==> config.mk <==
export PLATFORM = sky130hd
export DESIGN_NAME = spi_regbank_ctrl
export DESIGN_NICKNAME = d
export VERILOG_FILES = /design/src/rtl/spi_regbank_pkg.sv /design/src/rtl/spi_regbank_ctrl.sv
export SDC_FILE = /design/constraint.sdc
export NUM_CORES = 1
export LEC_CHECK = 0
export ABC_AREA = 1
export CORE_MARGIN = 5
export CORE_UTILIZATION = 40
export CTS_BUF_LIST = sky130_fd_sc_hd__clkbuf_4
export DETAILED_ROUTE_END_ITERATION = 10
export HOLD_SLACK_MARGIN = 0.15
export SLEW_MARGIN = 20
export SYNTH_ARGS = -nofsm -noshare
export SYNTH_HDL_FRONTEND = slang
export SYNTH_SLANG_ARGS = --single-unit
==> constraint.sdc <==
create_clock -name clk -period 3.5 [get_ports clk]
set_input_delay 0.7 -clock clk [delete_from_list [all_inputs] [get_ports clk]]
set_output_delay 0.7 -clock clk [all_outputs]
set_load 0.01 [all_outputs]
==> src/rtl/spi_regbank_pkg.sv <==
// spi_regbank_pkg: fast-command codes, status bit positions and controller states.
package spi_regbank_pkg;
    localparam logic [5:0] FC_NOP       = 6'h00;
    localparam logic [5:0] FC_CLEAR_ALL = 6'h01;
    localparam logic [5:0] FC_CLR_FLAGS = 6'h02;

    localparam int STAT_BUSY = 7;
    localparam int STAT_IRQ  = 6;
    localparam int STAT_ERR  = 5;
    localparam int STAT_DROP = 4;

    typedef enum logic {ST_IDLE, ST_SWEEP} state_t;
endpackage

==> src/rtl/spi_regbank_ctrl.sv <==
// spi_regbank_ctrl: config register bank shared by SPI host and core port,
// with fast-command decode (clear-all sweep, flag clear) and SPI status byte.
module spi_regbank_ctrl
    import spi_regbank_pkg::*;
#(
    parameter int ADDR_W = 3,
    parameter int REG_W = 8,
    parameter logic [2**ADDR_W-1:0] RO_MASK = '0
) (
    input  logic                          clk,
    input  logic                          nrst,
    input  logic [ADDR_W-1:0]             spi_addr,
    input  logic [REG_W-1:0]              spi_wdata,
    input  logic                          spi_wvld,
    output logic [REG_W-1:0]              spi_rdata,
    input  logic [5:0]                    fastcmd,
    input  logic                          fastcmd_vld,
    output logic [7:0]                    status,
    input  logic                          core_req,
    input  logic                          core_we,
    input  logic [ADDR_W-1:0]             core_addr,
    input  logic [REG_W-1:0]              core_wdata,
    output logic                          core_gnt,
    output logic [REG_W-1:0]              core_rdata,
    output logic                          core_rvld,
    output logic [(2**ADDR_W)*REG_W-1:0]  cfg_regs,
    output logic                          irq
);
    localparam int NUM_REGS = 2**ADDR_W;

    state_t state, state_nx;
    logic [ADDR_W-1:0] idx;
    logic [REG_W-1:0] regs [NUM_REGS];
    logic irq_q, err_q, drop_q;
    logic [3:0] cnt;
    logic idle, is_clear, is_clr_flags, is_bad, spi_ok, spi_ro, spi_drop, core_rd;

    assign idle         = state == ST_IDLE;
    assign is_clear     = fastcmd_vld && fastcmd == FC_CLEAR_ALL;
    assign is_clr_flags = fastcmd_vld && fastcmd == FC_CLR_FLAGS;
    assign is_bad       = fastcmd_vld && fastcmd > FC_CLR_FLAGS;
    assign spi_ok       = idle && spi_wvld && !RO_MASK[spi_addr];
    assign spi_ro       = idle && spi_wvld && RO_MASK[spi_addr];
    assign spi_drop     = !idle && spi_wvld;
    // SPI cannot stall, so it always wins; the core simply retries next cycle
    assign core_gnt     = core_req && idle && !spi_wvld;
    assign core_rd      = core_gnt && !core_we;

    assign status = {!idle, irq_q, err_q, drop_q, cnt};
    assign irq    = irq_q;

    for (genvar i = 0; i < NUM_REGS; i++) begin : g_flat
        assign cfg_regs[i*REG_W +: REG_W] = regs[i];
    end

    always_comb begin
        state_nx = idle ? (is_clear ? ST_SWEEP : ST_IDLE) : (&idx ? ST_IDLE : ST_SWEEP);
    end

    always_ff @(posedge clk or negedge nrst) begin
        if (!nrst) state <= ST_IDLE;
        else       state <= state_nx;
    end

    always_ff @(posedge clk or negedge nrst) begin
        if (!nrst) begin
            for (int i = 0; i < NUM_REGS; i++) regs[i] <= '0;
            idx        <= '0;
            spi_rdata  <= '0;
            core_rdata <= '0;
            core_rvld  <= 1'b0;
            irq_q      <= 1'b0;
            err_q      <= 1'b0;
            drop_q     <= 1'b0;
            cnt        <= '0;
        end else begin
            spi_rdata  <= regs[spi_addr];
            core_rdata <= core_rd ? regs[core_addr] : core_rdata;
            core_rvld  <= core_rd;
            // a flag being set in the same cycle as CLR_FLAGS ends up set
            irq_q      <= spi_ok || (irq_q && !is_clr_flags);
            err_q      <= spi_ro || is_bad || (err_q && !is_clr_flags);
            drop_q     <= spi_drop || (drop_q && !is_clr_flags);
            cnt        <= cnt + 4'(spi_ok);
            idx        <= idle ? '0 : idx + ADDR_W'(1);
            if (!idle)
                regs[idx] <= '0;
            else if (spi_ok)
                regs[spi_addr] <= spi_wdata;
            else if (core_gnt && core_we)
                regs[core_addr] <= core_wdata;
        end
    end
endmodule

==> metrics.txt, run 1 <==
hold buffer count at CTS 0; die footprint 17600 um2; CP Capture Type output pin; Post-synth EDFFs 0; Worst VDD drop 0.000279 V; Post-synth top flop dfrtp_1; Initial Util 0.410; fmax 317 MHz; ratio of cells with drive above 1 in the final layout 0.0846; Layout Area Growth over Synthesis 25.1%; CTS HTree Levels 3; Die Y 133 um; vias in the first global route 5964; DR vias 6319; CTS root buffer clkbuf_4; # rows 44; initial antenna violation count 1; ys async rst share 1.00; input/output buffers 124; first-pass GRT wire length 34100 um; gpl congestion 0.981; Synth top cells by count nand2_1, dfrtp_1, o22ai_1; P_leak 3.84 nW; P per Cell Area 393 nW/um2; Sum Neg Setup Slack 0 ns; DP Worst Slack 0.384 ns; RSZ-0062 raised after global routing no; relative slew slack 0.537; WL per Instance 18.3 um; Iter 0 DRT Violations 582; DRC viols 0; Pre-antenna DRT Iters 5; Final #Nets 1049; critical path class in2out; post-detail-place hpwl 16400 um; GR Overflow Total 0; Synth area leaders dfrtp_1, nand2_1, o22ai_1, nand3_1, inv_1; actual slew at the worst max-slew pin 0.694 ns; CTS tree yes; clk slew on worst S/H paths 0.15 ns; I/O pins 125; DP Cell Count 1184; run status completed; critical path startpoint category primary input; Post-Syn Area 6000 um2; Synth top area share 0.383; fin crit period 3.16 ns; synth unique cells 31; # clock sinks 92; via/cell ratio 5.26; fin crit share 0.902; largest net degree at the start of global routing 45; critical path arrival 2.46 ns; required time worst endpoint 2.80 ns; endpoints failing setup 0; core area 14600 um2; Max Cap Violations 0; max-slew violation count 0; Non-Filler Instances 1201; Final Hold Viols 0; Yosys warnings 0; total track usage 0.247; die width 133 um; Clock Latency Late Sink 0.48 ns; worst-path maximum fanout 17; final worst setup slack 0.344 ns; Mapped Cells 894; Bufs on Longest Clock Path 2; CTS Buf Count 9; post-synth net total 932; Post-CTS Setup Repair Bufs 0; Setup Skew 0.0122 ns; Mean Syn Cell Area 6.72 um2; Post-DRT Antenna Nets 0; top-count cell post-synth nand2_1; sequential share of the synthesized area 0.383; synthesis-stage register bit count 92; Synth area leader dfrtp_1; WL final 22000 um; Hold Crit Class in2async; Resize count post-CTS 0
## flip-flops by register name, indices dropped and copies added (netlist names)
signal	cells
cfg_regs	64
core_rdata	8
spi_rdata	8
cnt	4
idx	3
core_rvld	1
drop_q	1
err_q	1
irq	1
state	1
## power breakdown
part           internal [W]  switching [W]  total, W
sequential          0.00119       0.000136   0.00133
combinational      0.000429       0.000614   0.00104
clock              0.000207       0.000375  0.000582
total               0.00183        0.00112   0.00295
## layout make-up
cell class / instances / area [um2]
Antenna cell: 1 / 2.50
Clock buffer: 9 / 67.6
Clock inverter: 7 / 57.6
Fill cell: 1546 / 7140
Inverter: 52 / 203
Multi-Input combinational cell: 715 / 3280
Sequential cell: 92 / 2300
Tap cell: 184 / 230
Timing Repair Buffer: 141 / 1370
## placed cells by master (no fill, tap or decap), types with 2 or more instances in the layout
cell	Yosys	routed
nand3_2	7	7
ha_1	4	4
nor2_8	3	3
buf_4	8	18
o22ai_1	48	48
nand2_4	6	6
o31ai_1	5	5
nand2_2	8	8
nand3_1	34	34
clkinv_1	0	4
nand2_1	511	511
nand3_4	3	3
dfrtp_1	92	92
nor2_2	4	4
clkbuf_4	0	9
nand4_1	4	4
nor2_4	8	8
inv_2	8	8
o21ai_1	2	2
a21oi_1	21	21
clkdlybuf4s50_1	0	123
o21ai_0	21	21
nor2_1	17	17
inv_1	42	42
or2_2	5	5
## routing by layer
layer,vias up,part of all wire,wire length (um),global-route usage
met1,2916,0.44,9610,0.337
met4,0,0.025,548,0.0924
met3,37,0.077,1700,0.0410
met5,-,0,0,0
met2,290,0.46,10200,0.395
li1,3076,-,-,-
## worst max-delay path, stage by stage
cell and delay [ns]:
clkdlybuf4s50_1 0.49, nor2_4 0.39, inv_1 0.17, nor2_2 0.15
clkdlybuf4s50_1 0.55
## per-stage QoR
step | power [W] | util | hold WS, ns | area, um2
after detailed placement | 0.00239 | 0.504 | 0.467 | 7380
after floorplan | 0.00187 | - | 0.404 | 6000
final | 0.00295 | 0.513 | 0.182 | 7510
after global placement | 0.00238 | 0.504 | 0.463 | 7380
after CTS | 0.00296 | 0.512 | 0.198 | 7500
after global routing | 0.00311 | 0.513 | 0.229 | 7510
## worst paths after layout
path	from	end	slack [ns]	cells past startpoint
worst max-delay path	spi_wvld	core_gnt	0.34	5
worst min-delay path	nrst	cfg_regs[62]	0.18	1
worst max register to register	state	cfg_regs[62]	1.37	5
worst min register to register	cnt[3]	cnt[3]	0.49	1
max in group asynchronous	nrst	core_rdata[3]	2.56	2
min in group clk	cnt[3]	cnt[3]	0.49	1
## kinds of logic (layout without fill, tap and decap cells)
kind of cell / Yosys count / after routing / share of synthesized area
AND/OR/NAND/NOR: 611 / 611 / 0.439
AO/OA/AOI/OAI: 98 / 98 / 0.0957
flip-flops: 92 / 92 / 0.383
buffers and inverters: 87 / 209 / 0.0704
adder cells (fa/ha/maj): 4 / 4 / 0.00834
XOR/XNOR: 2 / 2 / 0.00292
other: 0 / 1 / 0
(Power assumes the default switching activity.)
==> run 2, diff against run 1 <==
- CAP_MARGIN: default -> 20
- clock period: 3.5 -> 4 ns (I/O delays scaled with it)
==> metrics.txt, run 2 (synthesized netlist as in run 1, its figures left out) <==
P_leak 3.84 nW; hold buffer count at CTS 0; critical path startpoint category primary input; initial antenna violation count 1; power share of the clock group 0.229; Die Y 133 um; required time worst endpoint 3.20 ns; largest net degree at the start of global routing 44; post-detail-place hpwl 16100 um; Final #Nets 1045; ratio of cells with drive above 1 in the final layout 0.0850; via/cell ratio 5.37; gpl congestion 0.940; DRC viols 0; max-slew violation count 0; most frequent cells in the layout nand2_1, clkdlybuf4s50_1, dfrtp_1; CTS HTree Levels 3; # rows 44; total track usage 0.249; Min Hold Slack 0.264 ns; Switching Fraction 0.375; register area 2300 um2; I/O pins 125; CP Capture Type output pin; Pre-antenna DRT Iters 5; Cell Int Power 0.00168 W; fmax 299 MHz; worst-path maximum fanout 17; Final Hold Viols 0; clk slew on worst S/H paths 0.16 ns; CTS root buffer clkbuf_4; Setup Skew 0.0238 ns; relative slew slack 0.485; fillers 1517; vias in the first global route 6071; worst r2r path cells 7; fin crit period 3.35 ns; Initial Util 0.410; critical path class in2out; commonest non-fill, non-tap cell in the layout nand2_1; DP Cell Count 1180; Max Cap Violations 0; Largest register FFs 64; Layout Area Growth over Synthesis 25.3%; critical path arrival 2.55 ns; Post-CTS Setup Repair Bufs 0; WL final 22000 um; WL per Instance 18.3 um; Non-Filler Instances 1197; Sum Neg Setup Slack 0 ns; Worst VDD drop 0.000238 V; Clock Latency Late Sink 0.49 ns; die width 133 um; endpoints failing setup 0; DP Worst Slack 0.663 ns; Post-DRT Antenna Nets 0; Bufs on Longest Clock Path 2; actual slew at the worst max-slew pin 0.771 ns; # clock sinks 92; first-pass GRT wire length 34500 um; Resize count post-CTS 0; fin crit share 0.837; P per Cell Area 357 nW/um2; Hold Crit Class in2async; FF-to-FF Start state; Comb pwr share 0.338; Net Switching 0.00101 W; final worst setup slack 0.651 ns; input/output buffers 124; DR vias 6431; GR Overflow Total 0; CTS tree yes; RSZ-0062 raised after global routing no; CTS Buf Count 9; core area 14600 um2; sequential share of power 0.433; die footprint 17600 um2; run status completed; area of the multi-input gates 3280 um2; Iter 0 DRT Violations 706; Finished Core Util 0.514; Critical Path Source spi_wvld
-- run 2: power groups by stage --
stage | clock (W) | sequential, W | combinational [W]
after floorplan | 0 | 0.00120 | 0.000437
after global routing | 0.000675 | 0.00118 | 0.000984
final | 0.000615 | 0.00116 | 0.000908
after global placement | 0 | 0.00118 | 0.000898
after detailed placement | 0 | 0.00118 | 0.000904
after CTS | 0.000636 | 0.00116 | 0.000906
-- run 2: path summary, 6_finish.rpt --
path / endpoint / slack, ns
max: core_gnt / 0.65
min: cfg_regs[58] / 0.26
max reg2reg: cfg_regs[56] / 1.50
min reg2reg: cnt[3] / 0.49
max in group asynchronous: cfg_regs[52] / 2.96
min in group clk: cnt[3] / 0.49
-- run 2: metal layers --
layer	global-route usage	part of all wire	vias up
li1	-	-	3070
met5	0	0	-
met4	0.0987	0.033	0
met3	0.0372	0.071	47
met2	0.397	0.46	318
met1	0.342	0.44	2996
-- run 2: cell type report --
class	instances	share of cell area
antenna	1	0.000333
clock buffer	10	0.00998
clock inverter	6	0.0126
inverter	52	0.0269
multi-input combinational	715	0.436
sequential	92	0.306
tap	184	0.0306
timing repair buffer	137	0.178
-- run 2: through the flow --
stage / cell area [um2] / total power, W
after global routing: 7520 / 0.00284
after global placement: 7350 / 0.00208
final: 7520 / 0.00268
after floorplan: 6000 / 0.00164
after detailed placement: 7350 / 0.00208
after CTS: 7520 / 0.00270
-- run 2: critical path, stage by stage --
cell	delay (ns)
clkdlybuf4s50_1	0.49
nor2_4	0.40
inv_1	0.16
nor2_2	0.14
clkdlybuf4s50_1	0.55
